$ cat src/rtl/rx_cmd_decoder.sv
// Command decoder sitting behind a UART receiver. It assembles multi-byte
// write, read and ALU commands from the received byte stream. Once a command
// is complete it issues single-cycle strobes toward the register file or ALU.
// Handshake: a strobe (WrEn/RdEn/ALU_EN) is a valid, and !DEST_BUSY is the
// ready. A transfer happens in a cycle where both are high. While DEST_BUSY
// is high, the ISS_* state and the Address/WrData/ALU_FUN fields hold still.
module rx_cmd_decoder #(
  parameter int DATA_WIDTH = 8,
  parameter int ADDR_WIDTH = 4,
  parameter int TIMEOUT    = 1024
) (
  input  logic                  CLK,
  input  logic                  RST,
  input  logic [DATA_WIDTH-1:0] RX_P_DATA,
  input  logic                  RX_D_VLD,
  input  logic                  PAR_ERR,
  input  logic                  FRM_ERR,
  input  logic                  DEST_BUSY,
  output logic                  WrEn,
  output logic                  RdEn,
  output logic                  ALU_EN,
  output logic [ADDR_WIDTH-1:0] Address,
  output logic [DATA_WIDTH-1:0] WrData,
  output logic [3:0]            ALU_FUN,
  output logic                  CMD_BUSY,
  output logic                  CMD_ERR,
  output logic                  OVR_ERR,
  output logic [3:0]            dbg_state
);

  typedef enum logic [3:0] {
    IDLE      = 4'd0,
    GET_WADDR = 4'd1,
    GET_WDATA = 4'd2,
    GET_RADDR = 4'd3,
    GET_OPA   = 4'd4,
    GET_OPB   = 4'd5,
    GET_FUN   = 4'd6,
    ISS_WR    = 4'd7,
    ISS_RD    = 4'd8,
    ISS_ALU   = 4'd9
  } state_t;

  localparam logic [DATA_WIDTH-1:0] CMD_WR  = DATA_WIDTH'(8'hAA);
  localparam logic [DATA_WIDTH-1:0] CMD_RD  = DATA_WIDTH'(8'hBB);
  localparam logic [DATA_WIDTH-1:0] CMD_OPS = DATA_WIDTH'(8'hCC);
  localparam logic [DATA_WIDTH-1:0] CMD_FUN = DATA_WIDTH'(8'hDD);

  // The counter times out when it would reach TIMEOUT-1. So it fires from
  // the value one below that, and the FSM leaves the GET_* state after
  // TIMEOUT-1 idle cycles.
  localparam int CW = (TIMEOUT > 2) ? $clog2(TIMEOUT) : 1;
  localparam logic [CW-1:0] TO_LAST = CW'(TIMEOUT - 2);

  state_t                  state;
  state_t                  wr_ret;   // where ISS_WR goes after its strobe
  logic [CW-1:0]           to_cnt;
  logic [ADDR_WIDTH-1:0]   addr_q;
  logic [DATA_WIDTH-1:0]   data_q;
  logic [3:0]              fun_q;
  logic                    clean;
  logic                    in_iss;

  assign clean  = RX_D_VLD && !PAR_ERR && !FRM_ERR;
  assign in_iss = (state == ISS_WR) || (state == ISS_RD) || (state == ISS_ALU);

  // Strobes are combinational so they fire in the first ISS_* cycle.
  assign WrEn      = (state == ISS_WR)  && !DEST_BUSY;
  assign RdEn      = (state == ISS_RD)  && !DEST_BUSY;
  assign ALU_EN    = (state == ISS_ALU) && !DEST_BUSY;
  assign Address   = addr_q;
  assign WrData    = data_q;
  assign ALU_FUN   = fun_q;
  assign CMD_BUSY  = (state != IDLE);
  assign dbg_state = state;

  // Command FSM, timeout counter, latched fields and the error pulses.
  always_ff @(posedge CLK) begin
    if (RST) begin
      state   <= IDLE;
      wr_ret  <= IDLE;
      to_cnt  <= '0;
      addr_q  <= '0;
      data_q  <= '0;
      fun_q   <= '0;
      CMD_ERR <= 1'b0;
      OVR_ERR <= 1'b0;
    end else begin
      CMD_ERR <= 1'b0;
      OVR_ERR <= 1'b0;
      if (state == IDLE) begin
        // An errored byte in IDLE is ignored silently.
        to_cnt <= '0;
        if (clean) begin
          if      (RX_P_DATA == CMD_WR)  state <= GET_WADDR;
          else if (RX_P_DATA == CMD_RD)  state <= GET_RADDR;
          else if (RX_P_DATA == CMD_OPS) state <= GET_OPA;
          else if (RX_P_DATA == CMD_FUN) state <= GET_FUN;
          else                           CMD_ERR <= 1'b1;
        end
      end else if (in_iss) begin
        // A byte arriving while a strobe is pending is dropped.
        if (RX_D_VLD) OVR_ERR <= 1'b1;
        if (!DEST_BUSY) state <= (state == ISS_WR) ? wr_ret : IDLE;
      end else begin
        // GET_* states: an accepted byte beats both the error abort and
        // the timeout.
        if (clean) begin
          to_cnt <= '0;
          case (state)
            GET_WADDR: begin
              addr_q <= RX_P_DATA[ADDR_WIDTH-1:0];
              state  <= GET_WDATA;
            end
            GET_WDATA: begin
              data_q <= RX_P_DATA;
              wr_ret <= IDLE;
              state  <= ISS_WR;
            end
            GET_RADDR: begin
              addr_q <= RX_P_DATA[ADDR_WIDTH-1:0];
              state  <= ISS_RD;
            end
            GET_OPA: begin
              addr_q <= '0;
              data_q <= RX_P_DATA;
              wr_ret <= GET_OPB;
              state  <= ISS_WR;
            end
            GET_OPB: begin
              addr_q <= ADDR_WIDTH'(1);
              data_q <= RX_P_DATA;
              wr_ret <= GET_FUN;
              state  <= ISS_WR;
            end
            GET_FUN: begin
              fun_q <= RX_P_DATA[3:0];
              state <= ISS_ALU;
            end
            default: state <= IDLE;
          endcase
        end else if (RX_D_VLD) begin
          to_cnt  <= '0;
          state   <= IDLE;
          CMD_ERR <= 1'b1;
        end else if (to_cnt == TO_LAST) begin
          to_cnt  <= '0;
          state   <= IDLE;
          CMD_ERR <= 1'b1;
        end else begin
          to_cnt <= to_cnt + 1'b1;
        end
      end
    end
  end

endmodule

$ cat config.mk
export PLATFORM = sky130hd
export DESIGN_NAME = rx_cmd_decoder
export DESIGN_NICKNAME = d
export VERILOG_FILES = /design/src/rtl/rx_cmd_decoder.sv
export SDC_FILE = /design/constraint.sdc
export NUM_CORES = 1
export LEC_CHECK = 0
export CAP_MARGIN = 20
export CORE_UTILIZATION = 43
export CTS_BUF_LIST = sky130_fd_sc_hd__clkbuf_8 sky130_fd_sc_hd__clkbuf_16
export DETAILED_ROUTE_END_ITERATION = 16
export GPL_ROUTABILITY_DRIVEN = 0
export GPL_TIMING_DRIVEN = 1
export PLACE_DENSITY = 0.68
export SYNTH_ARGS = -nofsm -noshare
export SYNTH_HDL_FRONTEND = slang
export SYNTH_SLANG_ARGS = --single-unit
$ cat constraint.sdc
create_clock -name CLK -period 4.7 [get_ports CLK]
set_input_delay 1.175 -clock CLK [delete_from_list [all_inputs] [get_ports CLK]]
set_output_delay 1.175 -clock CLK [all_outputs]
set_load 0.05 [all_outputs]
==> results of run 1 <==
==> kinds of logic (layout without fill, tap and decap cells) <==
group                    Yosys count  after routing  synth area share (%)
XOR/XNOR                           2              2                 0.978
flip-flops                        35             35                  39.1
adder cells (fa/ha/maj)            2              2                  1.40
AND/OR/NAND/NOR                   91             91                  26.3
AO/OA/AOI/OAI                     45             45                  19.1
multiplexers                      15             15                  8.38
buffers and inverters             19             52                  4.75
==> worst reg2reg max path: cells and delay by family (launching register included) <==
kind | cells | cell delay (ns)
flip-flops | 1 | 0.67
AND/OR/NAND/NOR | 1 | 0.31
AO/OA/AOI/OAI | 3 | 0.72
multiplexers | 1 | 0.49
==> layout make-up <==
cell class / instances / area (um2) / share of cell area, %
Timing Repair Buffer: 39 / 390 / 17.1
Clock buffer: 7 / 96.3 / 4.22
Multi-Input combinational cell: 155 / 1010 / 44.1
Inverter: 5 / 18.8 / 0.822
Sequential cell: 35 / 701 / 30.7
Tap cell: 50 / 62.6 / 2.74
Clock inverter: 1 / 7.51 / 0.329
==> stage by stage <==
step                      worst slack [ns]  total power [uW]  area (um2)  utilization (%)  hold slack (ns)
after floorplan                       1.10               564        1790                -            0.427
after global placement               0.868               651        2180             54.5            0.439
after detailed placement             0.814               649        2180             54.5            0.449
after CTS                            0.810               891        2280             57.1            0.459
after global routing                 0.794               931        2280             57.1            0.470
final                                0.825               881        2280             57.1            0.455
==> cells in the mapped netlist (3+ instances only) <==
master / number
sky130_fd_sc_hd__or3_1: 3
sky130_fd_sc_hd__mux2i_1: 15
sky130_fd_sc_hd__inv_1: 5
sky130_fd_sc_hd__nor3b_1: 3
sky130_fd_sc_hd__nor3_1: 6
sky130_fd_sc_hd__and3_1: 3
sky130_fd_sc_hd__nand4_1: 3
sky130_fd_sc_hd__a21oi_1: 15
sky130_fd_sc_hd__nor2_1: 32
sky130_fd_sc_hd__nand3_1: 9
sky130_fd_sc_hd__a311oi_1: 4
sky130_fd_sc_hd__nand2_1: 17
sky130_fd_sc_hd__dfxtp_1: 35
sky130_fd_sc_hd__buf_2: 4
sky130_fd_sc_hd__nand2b_1: 3
sky130_fd_sc_hd__clkbuf_1: 8
sky130_fd_sc_hd__o21ai_0: 5
sky130_fd_sc_hd__a211oi_1: 3
==> power by group through the flow <==
stage | logic [uW] | clock network, uW | registers [uW]
finish | 287 | 238 | 356
detailed placement | 286 | 0 | 363
floorplan | 174 | 0 | 389
CTS | 288 | 247 | 356
global placement | 287 | 0 | 363
global route | 311 | 259 | 361
==> state kept, by name, indices dropped and copies added, names as in the netlist <==
| signal | count |
|---|---|
| to_cnt | 10 |
| WrData | 8 |
| ALU_FUN | 4 |
| Address | 4 |
| dbg_state | 4 |
| wr_ret | 3 |
| CMD_ERR | 1 |
| OVR_ERR | 1 |
==> worst max-delay path by stage <==
stage | endpoint | slack, ns
floorplan | ALU_EN | 1.10
global placement | ALU_EN | 0.87
detailed placement | WrEn | 0.81
CTS | WrEn | 0.81
global route | WrEn | 0.79
finish | WrEn | 0.83
==> routing by layer <==
metal / up-vias / GRT usage (%)
met3: 5 / 5.65
met5: - / 0
met2: 55 / 28.5
met1: 769 / 29.1
met4: 0 / 7.18
li1: 819 / -
==> report_table.html, run 1 <==
<table>
<tr><th>Metric</th><th>Value</th></tr>
<tr><th colspan="2">Run status</th></tr>
<tr><td>Result of the run</td><td>complete, no violations</td></tr>
<tr><th colspan="2">Placement</th></tr>
<tr><td>Number of buffer cells added on primary ports</td><td>39</td></tr>
<tr><td>HPWL after detailed placement</td><td>2910 um</td></tr>
<tr><td>Cell total after placement</td><td>approximately 280</td></tr>
<tr><th colspan="2">Synth</th></tr>
<tr><td>Number of flip-flops and latches in the synthesized netlist</td><td>35</td></tr>
<tr><td>Largest cells by area after synthesis</td><td>sky130_fd_sc_hd__dfxtp_1 39%, sky130_fd_sc_hd__mux2i_1 8.4%, sky130_fd_sc_hd__nor2_1 6.7%, sky130_fd_sc_hd__a21oi_1 4.2%, sky130_fd_sc_hd__nand2_1 3.6%</td></tr>
<tr><td>Ys Warns</td><td>0</td></tr>
<tr><td>Post-synth top flop</td><td>sky130_fd_sc_hd__dfxtp_1</td></tr>
<tr><td>Area share of the leading cell type in the synthesized netlist</td><td>about two fifths</td></tr>
<tr><td>Cell area after synthesis</td><td>approximately 1800 um2</td></tr>
<tr><td>Largest area contributor in the netlist</td><td>sky130_fd_sc_hd__dfxtp_1</td></tr>
<tr><td>Distinct cell type count after synthesis</td><td>46</td></tr>
<tr><td>Avg Cell Area, Syn</td><td>between 8 and 9 um2</td></tr>
<tr><td>Share of flip-flops with an asynchronous set or reset</td><td>0%</td></tr>
<tr><td>Number of nets in the synthesized netlist</td><td>around 230</td></tr>
<tr><td>Post-synth EDFFs</td><td>0</td></tr>
<tr><td>Sequential fraction of the synthesis area</td><td>39.1%</td></tr>
<tr><td>Number of instances in the synthesized netlist</td><td>around 210</td></tr>
<tr><th colspan="2">Power</th></tr>
<tr><td>Cell area power density</td><td>around 390 nW/um2</td></tr>
<tr><td>Pleak</td><td>around 0.0009 uW</td></tr>
<tr><td>Net switching component of the power</td><td>about 330 uW</td></tr>
<tr><td>Part of the power in registers</td><td>a little over 40%</td></tr>
<tr><td>Fraction of power spent switching nets</td><td>between 30% and 40%</td></tr>
<tr><td>Share of total power in the clock network</td><td>a little over a quarter</td></tr>
<tr><td>Cell internal power dissipation</td><td>roughly 550 uW</td></tr>
<tr><td>Largest vdd supply drop</td><td>about 0.22 mV</td></tr>
<tr><td>Part of the power in combinational logic</td><td>roughly a third</td></tr>
<tr><th colspan="2">Setup path</th></tr>
<tr><td>Series of cell instances along the critical path</td><td>clkdlybuf4s50_1 -&gt; nor3_1 -&gt; clkdlybuf4s50_1</td></tr>
<tr><td>Cell count of the worst reg-to-reg path</td><td>5</td></tr>
<tr><td>Worst path bufs/invs</td><td>2</td></tr>
<tr><td>Crit-path slowest cell</td><td>sky130_fd_sc_hd__clkdlybuf4s50_1</td></tr>
<tr><td>Register-to-register path setup slack</td><td>between 2 and 2.5 ns</td></tr>
<tr><td>Kind of capture point of the worst setup path</td><td>output pin</td></tr>
<tr><td>Highest net fanout along the worst path</td><td>4</td></tr>
<tr><td>Cell count along the critical path</td><td>3</td></tr>
<tr><td>Reg-to-Reg End</td><td>dbg_state[0]</td></tr>
<tr><td>Biggest cell delay along the critical path</td><td>0.83 ns</td></tr>
<tr><td>Reg2Reg Launch Point</td><td>dbg_state[2]</td></tr>
<tr><td>Library cell appearing most often on the critical path</td><td>sky130_fd_sc_hd__clkdlybuf4s50_1</td></tr>
<tr><td>Path type of the worst setup path</td><td>in2out</td></tr>
<tr><td>Start point of the critical path</td><td>DEST_BUSY</td></tr>
<tr><td>Cell type group with the largest total delay on the critical path</td><td>buffers and inverters</td></tr>
<tr><td>Type of origin of the critical path</td><td>primary input</td></tr>
<tr><td>Required time reported for the critical path endpoint</td><td>~3.5 ns</td></tr>
<tr><td>Critical Path AT</td><td>2.70 ns</td></tr>
<tr><th colspan="2">Drt</th></tr>
<tr><td>Via count of the routed design</td><td>between 1500 and 2000</td></tr>
<tr><td>Router iterations before antenna repair</td><td>4</td></tr>
<tr><td>Highest routed metal layer</td><td>met4</td></tr>
<tr><td>Routed wire length on met3</td><td>276 um</td></tr>
<tr><td>Iteration-0 DRC count of the detailed router</td><td>140</td></tr>
<tr><td>Wire per inst</td><td>14.2 um</td></tr>
<tr><td>Wire length on met2</td><td>1890 um</td></tr>
<tr><td>Met1 Routed Length</td><td>between 1500 and 2000 um</td></tr>
<tr><td>DRC violation count after routing</td><td>0</td></tr>
<tr><td>Vias per cell</td><td>5.64</td></tr>
<tr><td>Number of nets still failing antenna checks after routing</td><td>0</td></tr>
<tr><td>Wire length reported by the detailed router</td><td>just over 4000 um</td></tr>
<tr><th colspan="2">Global route</th></tr>
<tr><td>GRT Overall Usage</td><td>20.3%</td></tr>
<tr><td>Number of antenna violations at the first check in global routing</td><td>0</td></tr>
<tr><td>Largest net degree at the start of global routing</td><td>24</td></tr>
<tr><td>Number of global-route vias before repair</td><td>1448</td></tr>
<tr><td>First-pass GRT wire length</td><td>~6800 um</td></tr>
<tr><td>Overall overflow remaining after global route</td><td>0</td></tr>
<tr><th colspan="2">Worst hold path</th></tr>
<tr><td>Hold endpoint</td><td>Address[1]</td></tr>
<tr><td>Beginning of the worst hold path</td><td>Address[1]</td></tr>
<tr><td>Number of cells on the worst hold path</td><td>2</td></tr>
<tr><td>Worst hold path class</td><td>reg2reg</td></tr>
<tr><th colspan="2">Clock tree</th></tr>
<tr><td>Post-CTS resize count</td><td>0</td></tr>
<tr><td>Sink count of the clock tree</td><td>35</td></tr>
<tr><td>Number of buffers inserted for hold repair after clock tree synthesis</td><td>0</td></tr>
<tr><td>CTS tree</td><td>done</td></tr>
<tr><td>Clock insertion delay at the later pin of the skew report</td><td>0.28 ns</td></tr>
<tr><td>CTS H-tree depth</td><td>2</td></tr>
<tr><td>CTS Root Buffer Type</td><td>sky130_fd_sc_hd__clkbuf_8</td></tr>
<tr><td>Reg clk slew, reported paths</td><td>~0.07 ns</td></tr>
<tr><td>Total clock buffers created by CTS</td><td>5</td></tr>
<tr><td>Number of buffers between clock root and the deepest sink</td><td>2</td></tr>
<tr><td>Setup Fix Bufs, Post-CTS</td><td>0</td></tr>
<tr><th colspan="2">Timing</th></tr>
<tr><td>Maximum frequency from static timing analysis</td><td>between 200 and 300 MHz</td></tr>
<tr><td>Final cycle utilization of the critical path</td><td>82.4%</td></tr>
<tr><td>Time the worst path needs with I/O delays and setup</td><td>~3.9 ns</td></tr>
<tr><td>Post-route clock skew</td><td>around 0.0026 ns</td></tr>
<tr><td>Total count of max-transition violations in the final report</td><td>0</td></tr>
<tr><td>RSZ-0062 raised after global routing</td><td>no</td></tr>
<tr><td>Setup TNS</td><td>0 ns</td></tr>
<tr><td>Final-report hold violation count</td><td>0</td></tr>
<tr><td>Final Setup Violations</td><td>0</td></tr>
<tr><td>Worst slew margin relative to its limit</td><td>a little over two fifths</td></tr>
<tr><td>Slew of the pin with the lowest slew margin</td><td>around 0.86 ns</td></tr>
<tr><th colspan="2">Die</th></tr>
<tr><td>Starting utilization of the core area</td><td>44.8%</td></tr>
<tr><td>Top-level port count</td><td>40</td></tr>
<tr><td>Row count</td><td>23</td></tr>
<tr><td>X dimension of the die</td><td>around 67 um</td></tr>
<tr><td>Vert. Die Dim</td><td>around 67 um</td></tr>
<tr><td>Die footprint</td><td>between 4000 and 5000 um2</td></tr>
<tr><td>Core Box Area</td><td>roughly 4000 um2</td></tr>
<tr><th colspan="2">Cells and area</th></tr>
<tr><td>Fill cells</td><td>roughly 370</td></tr>
<tr><td>Share of post-route cells with drive strength above 1</td><td>between 5 and 6%</td></tr>
<tr><td>Count of inserted antenna diode cells</td><td>0</td></tr>
<tr><td>Filler-free cell count of the finished design</td><td>292</td></tr>
<tr><td>Most frequent standard cell in the layout excluding fill and tap cells</td><td>sky130_fd_sc_hd__clkdlybuf4s50_1</td></tr>
<tr><td>Post-synthesis to final-layout area growth</td><td>27.4%</td></tr>
<tr><td>Total Nets Final</td><td>about 260</td></tr>
<tr><td>Most frequent cells in the layout</td><td>39 x sky130_fd_sc_hd__clkdlybuf4s50_1, 35 x sky130_fd_sc_hd__dfxtp_1, 32 x sky130_fd_sc_hd__nor2_1, 17 x sky130_fd_sc_hd__nand2_1</td></tr>
<tr><th colspan="2">Job</th></tr>
<tr><td>Maxcap violations</td><td>0</td></tr>
</table>
(Power assumes the default switching activity.)
==> inputs of run 2 (changes only) <==
--- a/config.mk
+++ b/config.mk
@@ -11,7 +11,7 @@
 export DETAILED_ROUTE_END_ITERATION = 16
 export GPL_ROUTABILITY_DRIVEN = 0
 export GPL_TIMING_DRIVEN = 1
-export PLACE_DENSITY = 0.68
+export PLACE_DENSITY = 0.71
 export SYNTH_ARGS = -nofsm -noshare
 export SYNTH_HDL_FRONTEND = slang
 export SYNTH_SLANG_ARGS = --single-unit
==> constraint.sdc (replaced) <==
create_clock -name CLK -period 3.2 [get_ports CLK]
set_input_delay 0.8 -clock CLK [delete_from_list [all_inputs] [get_ports CLK]]
set_output_delay 0.8 -clock CLK [all_outputs]
set_load 0.05 [all_outputs]
==> run 2 against run 1 <==
Design area grew 3.8%. Critical path depth is the same. First-iteration DRC count grew 10%. Largest cell class unchanged. Highest routed layer unchanged.
==> report_table.html, run 2 (synthesis gave the netlist of run 1 again) <==
<table>
<tr><th>Metric</th><th>Value</th></tr>
<tr><th colspan="2">Setup path</th></tr>
<tr><td>Path type of the worst setup path</td><td>reg2out</td></tr>
<tr><td>Required time reported for the critical path endpoint</td><td>2.40 ns (-1.12 ns)</td></tr>
<tr><td>Cell type group with the largest total delay on the critical path</td><td>buffers and inverters</td></tr>
<tr><td>Series of cell instances along the critical path</td><td>nor4_4 -&gt; inv_1 -&gt; clkdlybuf4s50_1</td></tr>
<tr><td>Highest net fanout along the worst path</td><td>13 (+9)</td></tr>
<tr><td>Type of origin of the critical path</td><td>flop</td></tr>
<tr><td>Kind of capture point of the worst setup path</td><td>output pin</td></tr>
<tr><td>Biggest cell delay along the critical path</td><td>0.74 ns (-0.09 ns)</td></tr>
<tr><td>Crit-path slowest cell</td><td>sky130_fd_sc_hd__clkdlybuf4s50_1</td></tr>
<tr><td>Critical Path AT</td><td>2.14 ns (-0.56 ns)</td></tr>
<tr><td>Worst path bufs/invs</td><td>2 (unchanged)</td></tr>
<tr><th colspan="2">Global route</th></tr>
<tr><td>GRT Overall Usage</td><td>21.9% (+1.5 points)</td></tr>
<tr><td>Number of global-route vias before repair</td><td>1562 (+7.9%)</td></tr>
<tr><td>Largest net degree at the start of global routing</td><td>24 (unchanged)</td></tr>
<tr><td>Number of antenna violations at the first check in global routing</td><td>0 (unchanged)</td></tr>
<tr><td>Overall overflow remaining after global route</td><td>0 (unchanged)</td></tr>
<tr><td>First-pass GRT wire length</td><td>7270 um (+7.3%)</td></tr>
<tr><th colspan="2">Power</th></tr>
<tr><td>Pleak</td><td>0.000941 uW (+5.7%)</td></tr>
<tr><td>Largest vdd supply drop</td><td>0.335 mV (+55%)</td></tr>
<tr><td>Post-layout total power</td><td>1380 uW (+56%)</td></tr>
<tr><td>Part of the power in registers</td><td>35.7% (-4.7 points)</td></tr>
<tr><td>Net switching component of the power</td><td>500 uW (+52%)</td></tr>
<tr><td>Cell internal power dissipation</td><td>878 uW (+59%)</td></tr>
<tr><td>Fraction of power spent switching nets</td><td>36.3% (-1.2 points)</td></tr>
<tr><td>Cell area power density</td><td>582 nW/um2 (+51%)</td></tr>
<tr><td>Share of total power in the clock network</td><td>29.7% (+2.6 points)</td></tr>
<tr><td>Part of the power in combinational logic</td><td>34.5% (+2.0 points)</td></tr>
<tr><th colspan="2">Cells and area</th></tr>
<tr><td>Post-synthesis to final-layout area growth</td><td>32.2%</td></tr>
<tr><td>Register with the most flip-flops</td><td>to_cnt</td></tr>
<tr><td>Most frequent cells in the layout</td><td>36 x sky130_fd_sc_hd__clkdlybuf4s50_1, 35 x sky130_fd_sc_hd__dfxtp_1, 32 x sky130_fd_sc_hd__nor2_1, 17 x sky130_fd_sc_hd__nand2_1</td></tr>
<tr><td>Count of inserted antenna diode cells</td><td>0 (unchanged)</td></tr>
<tr><td>Share of the core filled with cells in the final layout</td><td>59.2% (+2.2 points)</td></tr>
<tr><td>Total Nets Final</td><td>262 (+1.9%)</td></tr>
<tr><td>Largest register FFs</td><td>10 (unchanged)</td></tr>
<tr><td>Register area</td><td>701 um2 (unchanged)</td></tr>
<tr><td>Combined area of the multi-input logic cells</td><td>1010 um2 (+0.50%)</td></tr>
<tr><td>Most frequent standard cell in the layout excluding fill and tap cells</td><td>sky130_fd_sc_hd__clkdlybuf4s50_1</td></tr>
<tr><td>Share of post-route cells with drive strength above 1</td><td>9.31% (+3.5 points)</td></tr>
<tr><td>Fill cells</td><td>373 (-0.27%)</td></tr>
<tr><th colspan="2">Drt</th></tr>
<tr><td>Iteration-0 DRC count of the detailed router</td><td>154 (+10%)</td></tr>
<tr><td>Number of nets still failing antenna checks after routing</td><td>0 (unchanged)</td></tr>
<tr><td>DRC violation count after routing</td><td>0 (unchanged)</td></tr>
<tr><td>Wire length reported by the detailed router</td><td>4320 um (+4.2%)</td></tr>
<tr><td>Router iterations before antenna repair</td><td>4 (unchanged)</td></tr>
<tr><td>Vias per cell</td><td>5.63 (-0.25%)</td></tr>
<tr><td>Wire per inst</td><td>14.5 um (+2.5%)</td></tr>
<tr><td>Via count of the routed design</td><td>1672 (+1.5%)</td></tr>
<tr><th colspan="2">Die</th></tr>
<tr><td>Row count</td><td>23 (unchanged)</td></tr>
<tr><td>Core Box Area</td><td>4000 um2 (unchanged)</td></tr>
<tr><td>X dimension of the die</td><td>66.6 um (unchanged)</td></tr>
<tr><td>Top-level port count</td><td>40 (unchanged)</td></tr>
<tr><td>Die footprint</td><td>4430 um2 (unchanged)</td></tr>
<tr><td>Starting utilization of the core area</td><td>44.8% (unchanged)</td></tr>
<tr><td>Vert. Die Dim</td><td>66.6 um (unchanged)</td></tr>
<tr><th colspan="2">Clock tree</th></tr>
<tr><td>Post-CTS resize count</td><td>0 (unchanged)</td></tr>
<tr><td>Sink count of the clock tree</td><td>35 (unchanged)</td></tr>
<tr><td>Number of buffers between clock root and the deepest sink</td><td>2 (unchanged)</td></tr>
<tr><td>CTS tree</td><td>done</td></tr>
<tr><td>Total clock buffers created by CTS</td><td>5 (unchanged)</td></tr>
<tr><td>CTS Root Buffer Type</td><td>sky130_fd_sc_hd__clkbuf_8</td></tr>
<tr><td>Number of buffers inserted for hold repair after clock tree synthesis</td><td>0 (unchanged)</td></tr>
<tr><td>CTS H-tree depth</td><td>2 (unchanged)</td></tr>
<tr><td>Reg clk slew, reported paths</td><td>0.07 ns (about the same)</td></tr>
<tr><td>Clock insertion delay at the later pin of the skew report</td><td>0.28 ns (about the same)</td></tr>
<tr><td>Setup Fix Bufs, Post-CTS</td><td>0 (unchanged)</td></tr>
<tr><th colspan="2">Timing</th></tr>
<tr><td>Maximum frequency from static timing analysis</td><td>~340 MHz</td></tr>
<tr><td>Time the worst path needs with I/O delays and setup</td><td>2.94 ns</td></tr>
<tr><td>RSZ-0062 raised after global routing</td><td>no</td></tr>
<tr><td>Post-route clock skew</td><td>0.00425 ns (+0.00165 ns)</td></tr>
<tr><td>Worst slew margin relative to its limit</td><td>62.6% (+20 points)</td></tr>
<tr><td>Setup TNS</td><td>0 ns (unchanged)</td></tr>
<tr><td>Final Setup Violations</td><td>0 (unchanged)</td></tr>
<tr><td>Final-report hold violation count</td><td>0 (unchanged)</td></tr>
<tr><td>Slew of the pin with the lowest slew margin</td><td>0.560 ns (-0.298 ns)</td></tr>
<tr><td>Final cycle utilization of the critical path</td><td>around 90%</td></tr>
<tr><td>Total count of max-transition violations in the final report</td><td>0 (unchanged)</td></tr>
<tr><th colspan="2">Job</th></tr>
<tr><td>Maxcap violations</td><td>0 (unchanged)</td></tr>
<tr><th colspan="2">Worst hold path</th></tr>
<tr><td>Worst hold path class</td><td>reg2reg</td></tr>
<tr><th colspan="2">Placement</th></tr>
<tr><td>Number of buffer cells added on primary ports</td><td>39 (unchanged)</td></tr>
<tr><td>HPWL after detailed placement</td><td>3000 um (+3.2%)</td></tr>
<tr><th colspan="2">Run status</th></tr>
<tr><td>Result of the run</td><td>complete, no violations</td></tr>
</table>
-- run 2: cell count changes in the layout (fill, tap and decap cells not counted) --
cell                              previous run  this run
sky130_fd_sc_hd__buf_12                      0         3
sky130_fd_sc_hd__buf_4                       0         5
sky130_fd_sc_hd__bufinv_16                   0         1
sky130_fd_sc_hd__clkbuf_8                    7         6
sky130_fd_sc_hd__clkdlybuf4s50_1            39        36
sky130_fd_sc_hd__clkinv_2                    0         1
sky130_fd_sc_hd__clkinvlp_4                  1         0
sky130_fd_sc_hd__nor3b_1                     3         2
sky130_fd_sc_hd__nor3b_2                     0         1
-- run 2: final timing paths --
path                                   start           end  slack (ns)  cells past startpoint
worst max-delay path            dbg_state[2]      CMD_BUSY        0.26                      3
worst min-delay path              Address[1]    Address[1]        0.45                      2
worst max register to register  dbg_state[2]  dbg_state[0]        0.89                      5
worst min register to register    Address[1]    Address[1]        0.45                      2
-- run 2: cell type report --
| cell class | instances | area share (%) |
|---|---|---|
| Multi-Input combinational cell | 155 | 42.7 |
| Sequential cell | 35 | 29.6 |
| Timing Repair Buffer | 44 | 19.3 |
| Clock buffer | 6 | 3.49 |
| Tap cell | 50 | 2.64 |
| Clock inverter | 2 | 1.48 |
| Inverter | 5 | 0.792 |
-- run 2: layer usage --
layer  global-route usage, %  wire length [um]  share of wire (%)  vias up
met3                    5.65               281                6.5        8
met1                    29.2              2120                 49      763
met4                    10.6                80                1.9        0
li1                        -                 -                  -      831
met2                    32.2              1840                 43       70
met5                       0                 0                  0        -
-- run 2: worst register-to-register path, cell delays in order, from the launching register on --
cell	delay, ns
sky130_fd_sc_hd__dfxtp_1	0.68
sky130_fd_sc_hd__nand2b_1	0.31
sky130_fd_sc_hd__o21ai_4	0.37
sky130_fd_sc_hd__mux2i_1	0.49
sky130_fd_sc_hd__a211oi_1	0.10
sky130_fd_sc_hd__a32o_1	0.25
-- run 2: metrics by stage --
step,instances,setup WS (ns),hold slack (ns),instance area [um2]
2_1_floorplan,209,0.0818,0.427,1800
3_3_place_gp,289,0.390,0.444,2250
3_5_place_dp,289,0.387,0.451,2250
4_1_cts,297,0.255,0.462,2370
5_1_grt,297,0.150,0.489,2370
6_report,297,0.259,0.454,2370
-- run 2: power groups by stage --
stage | clock (uW) | sequential (uW) | combinational [uW]
2_1_floorplan | 0 | 572 | 256
3_5_place_dp | 0 | 502 | 470
3_3_place_gp | 0 | 502 | 469
4_1_cts | 417 | 492 | 474
5_1_grt | 432 | 497 | 513
6_report | 409 | 493 | 476
==> inputs of run 3 (changes only) <==
--- a/config.mk
+++ b/config.mk
@@ -6,6 +6,7 @@
 export NUM_CORES = 1
 export LEC_CHECK = 0
 export CAP_MARGIN = 20
+export CORE_ASPECT_RATIO = 1.1
 export CORE_UTILIZATION = 43
 export CTS_BUF_LIST = sky130_fd_sc_hd__clkbuf_8 sky130_fd_sc_hd__clkbuf_16
 export DETAILED_ROUTE_END_ITERATION = 16
==> run 3 against run 2 <==
Global-route usage shrank 1.5 points. First-iteration DRC count shrank 50%. Power is essentially flat. Largest power group unchanged. Via count grew 1.9%. Worst hold slack lost 0.0032 ns. Design area grew 0.42%. Critical path depth is the same. Final cell count grew 1.0%. Setup slack gained 0.0082 ns. Clock skew grew 0.0020 ns. Fmax grew 0.28%.
==> report_table.html, run 3 (synthesis gave the netlist of run 1 again) <==
<table>
<tr><th>Metric</th><th>Value</th></tr>
<tr><th colspan="2">Power</th></tr>
<tr><td>Pleak</td><td>0.000947 uW (+0.58%)</td></tr>
<tr><td>Cell area power density</td><td>579 nW/um2 (-0.51%)</td></tr>
<tr><td>Largest vdd supply drop</td><td>0.418 mV (+25%)</td></tr>
<tr><td>Post-layout total power</td><td>1380 uW (about the same)</td></tr>
<tr><th colspan="2">Timing</th></tr>
<tr><td>Worst slew margin relative to its limit</td><td>57.3% (-5.3 points)</td></tr>
<tr><td>Slew of the pin with the lowest slew margin</td><td>0.640 ns (+0.0796 ns)</td></tr>
<tr><td>RSZ-0062 raised after global routing</td><td>no</td></tr>
<tr><td>Final Setup Violations</td><td>0 (unchanged)</td></tr>
<tr><td>Final-report hold violation count</td><td>0 (unchanged)</td></tr>
<tr><td>Setup TNS</td><td>0 ns (unchanged)</td></tr>
<tr><td>Time the worst path needs with I/O delays and setup</td><td>2.93 ns (-0.00819 ns)</td></tr>
<tr><td>Total count of max-transition violations in the final report</td><td>0 (unchanged)</td></tr>
<tr><td>Maximum frequency from static timing analysis</td><td>341 MHz (+0.28%)</td></tr>
<tr><td>Final cycle utilization of the critical path</td><td>91.6% (-0.26 points)</td></tr>
<tr><td>Post-route clock skew</td><td>0.00629 ns (+0.00204 ns)</td></tr>
<tr><th colspan="2">Setup path</th></tr>
<tr><td>Cell type group with the largest total delay on the critical path</td><td>buffers and inverters</td></tr>
<tr><td>Critical Path AT</td><td>2.13 ns (about the same)</td></tr>
<tr><td>Register-to-register path setup slack</td><td>0.94 ns (+0.05 ns)</td></tr>
<tr><td>Required time reported for the critical path endpoint</td><td>2.40 ns (about the same)</td></tr>
<tr><td>Highest net fanout along the worst path</td><td>17 (+4)</td></tr>
<tr><td>Crit-path slowest cell</td><td>sky130_fd_sc_hd__clkdlybuf4s50_1</td></tr>
<tr><td>Reg2Reg Launch Point</td><td>dbg_state[1]</td></tr>
<tr><td>Reg-to-Reg End</td><td>dbg_state[0]</td></tr>
<tr><td>Kind of capture point of the worst setup path</td><td>output pin</td></tr>
<tr><td>Type of origin of the critical path</td><td>flop</td></tr>
<tr><td>Series of cell instances along the critical path</td><td>nor4_4 -&gt; inv_1 -&gt; clkdlybuf4s50_1</td></tr>
<tr><td>Cell count of the worst reg-to-reg path</td><td>5 (unchanged)</td></tr>
<tr><td>Worst path bufs/invs</td><td>2 (unchanged)</td></tr>
<tr><td>Biggest cell delay along the critical path</td><td>0.83 ns (+0.09 ns)</td></tr>
<tr><td>Path type of the worst setup path</td><td>reg2out</td></tr>
<tr><th colspan="2">Clock tree</th></tr>
<tr><td>Clock insertion delay at the later pin of the skew report</td><td>0.28 ns (about the same)</td></tr>
<tr><td>Sink count of the clock tree</td><td>35 (unchanged)</td></tr>
<tr><td>Number of buffers between clock root and the deepest sink</td><td>2 (unchanged)</td></tr>
<tr><td>Number of buffers inserted for hold repair after clock tree synthesis</td><td>0 (unchanged)</td></tr>
<tr><td>Reg clk slew, reported paths</td><td>0.07 ns (about the same)</td></tr>
<tr><td>Post-CTS resize count</td><td>0 (unchanged)</td></tr>
<tr><td>Total clock buffers created by CTS</td><td>5 (unchanged)</td></tr>
<tr><td>CTS H-tree depth</td><td>2 (unchanged)</td></tr>
<tr><td>CTS tree</td><td>done</td></tr>
<tr><td>Setup Fix Bufs, Post-CTS</td><td>0 (unchanged)</td></tr>
<tr><td>CTS Root Buffer Type</td><td>sky130_fd_sc_hd__clkbuf_8</td></tr>
<tr><th colspan="2">Global route</th></tr>
<tr><td>Largest net degree at the start of global routing</td><td>24 (unchanged)</td></tr>
<tr><td>Number of antenna violations at the first check in global routing</td><td>0 (unchanged)</td></tr>
<tr><td>Overall overflow remaining after global route</td><td>0 (unchanged)</td></tr>
<tr><td>Number of global-route vias before repair</td><td>1512 (-3.2%)</td></tr>
<tr><td>First-pass GRT wire length</td><td>7160 um (-1.6%)</td></tr>
<tr><td>GRT Overall Usage</td><td>20.3% (-1.5 points)</td></tr>
<tr><th colspan="2">Drt</th></tr>
<tr><td>Number of nets still failing antenna checks after routing</td><td>0 (unchanged)</td></tr>
<tr><td>Vias per cell</td><td>5.68 (+0.84%)</td></tr>
<tr><td>Router iterations before antenna repair</td><td>4 (unchanged)</td></tr>
<tr><td>Iteration-0 DRC count of the detailed router</td><td>77 (-50%)</td></tr>
<tr><td>DRC violation count after routing</td><td>0 (unchanged)</td></tr>
<tr><td>Wire per inst</td><td>14.3 um (-1.7%)</td></tr>
<tr><td>Via count of the routed design</td><td>1703 (+1.9%)</td></tr>
<tr><td>Wire length reported by the detailed router</td><td>4290 um (-0.67%)</td></tr>
<tr><th colspan="2">Die</th></tr>
<tr><td>Row count</td><td>24 (+4.3%)</td></tr>
<tr><td>Vert. Die Dim</td><td>69.7 um (+4.7%)</td></tr>
<tr><td>Starting utilization of the core area</td><td>45.2% (+0.41 points)</td></tr>
<tr><td>Die footprint</td><td>4430 um2 (about the same)</td></tr>
<tr><td>Top-level port count</td><td>40 (unchanged)</td></tr>
<tr><td>X dimension of the die</td><td>63.5 um (-4.5%)</td></tr>
<tr><td>Core Box Area</td><td>3960 um2 (-0.91%)</td></tr>
<tr><th colspan="2">Cells and area</th></tr>
<tr><td>Total Nets Final</td><td>263 (+0.38%)</td></tr>
<tr><td>Register with the most flip-flops</td><td>to_cnt</td></tr>
<tr><td>Most frequent standard cell in the layout excluding fill and tap cells</td><td>sky130_fd_sc_hd__clkdlybuf4s50_1</td></tr>
<tr><td>Filler-free cell count of the finished design</td><td>300 (+1.0%)</td></tr>
<tr><td>Post-synthesis to final-layout area growth</td><td>32.8%</td></tr>
<tr><td>Most frequent cells in the layout</td><td>36 x sky130_fd_sc_hd__clkdlybuf4s50_1, 35 x sky130_fd_sc_hd__dfxtp_1, 32 x sky130_fd_sc_hd__nor2_1, 17 x sky130_fd_sc_hd__nand2_1</td></tr>
<tr><td>Post-route cell area</td><td>2380 um2 (+0.42%)</td></tr>
<tr><td>Count of inserted antenna diode cells</td><td>0 (unchanged)</td></tr>
<tr><td>Share of post-route cells with drive strength above 1</td><td>9.68% (+0.37 points)</td></tr>
<tr><td>Largest register FFs</td><td>10 (unchanged)</td></tr>
<tr><th colspan="2">Worst hold path</th></tr>
<tr><td>Beginning of the worst hold path</td><td>wr_ret[0]</td></tr>
<tr><td>Worst hold path class</td><td>reg2reg</td></tr>
<tr><td>Hold endpoint</td><td>wr_ret[0]</td></tr>
<tr><td>Number of cells on the worst hold path</td><td>2 (unchanged)</td></tr>
<tr><th colspan="2">Job</th></tr>
<tr><td>Maxcap violations</td><td>0 (unchanged)</td></tr>
<tr><th colspan="2">Placement</th></tr>
<tr><td>Cell total after placement</td><td>292 (+1.0%)</td></tr>
<tr><td>Number of buffer cells added on primary ports</td><td>39 (unchanged)</td></tr>
<tr><td>Placement Cell Area</td><td>2260 um2 (+0.44%)</td></tr>
<tr><td>HPWL after detailed placement</td><td>3010 um (+0.25%)</td></tr>
<tr><th colspan="2">Run status</th></tr>
<tr><td>Result of the run</td><td>complete, no violations</td></tr>
</table>
-- run 3: cell type report --
cell class	instances	area, um2
clock buffer	6	82.6
clock inverter	2	35.0
fill	383	1590
inverter	5	18.8
multi-input combinational	155	1010
sequential	35	701
tap	52	65.1
timing repair buffer	45	465
-- run 3: metrics by stage --
| step | setup slack, ns | utilization, % | hold slack, ns |
|---|---|---|---|
| 2_1_floorplan | 0.0818 | - | 0.427 |
| 3_3_place_gp | 0.390 | 57.0 | 0.440 |
| 3_5_place_dp | 0.362 | 57.0 | 0.443 |
| 4_1_cts | 0.263 | 60.0 | 0.453 |
| 5_1_grt | 0.159 | 60.0 | 0.479 |
| 6_report | 0.268 | 60.0 | 0.451 |
-- run 3: power breakdown --
group	total (uW)	switching (uW)	leakage (uW)	internal, uW
registers	496	35.3	0.000282	461
clock network	412	160	0.0000612	252
logic	468	305	0.000604	164
-- run 3: worst max-delay path by stage --
| stage | cells past startpoint | slack [ns] | to | from |
|---|---|---|---|---|
| 2_1_floorplan | 3 | 0.08 | RdEn | dbg_state[3] |
| 3_3_place_gp | 6 | 0.39 | wr_ret[1] | RX_D_VLD |
| 3_5_place_dp | 6 | 0.36 | wr_ret[1] | RX_D_VLD |
| 4_1_cts | 3 | 0.26 | CMD_BUSY | dbg_state[1] |
| 5_1_grt | 3 | 0.16 | CMD_BUSY | dbg_state[1] |
| 6_report | 3 | 0.27 | CMD_BUSY | dbg_state[1] |
-- run 3: worst min-delay path, delay by kind of cell (launching register included) --
family / cells / cell delay [ns]
DFF: 1 / 0.31
and+or+nand+nor: 1 / 0.05
AOI/OAI and AO/OA: 1 / 0.05
-- run 3: per-layer routing --
metal / wire length (um) / track usage (%)
met4: 34 / 5.56
met5: 0 / 0
met2: 1940 / 30.4
met3: 218 / 4.77
met1: 2100 / 29.0
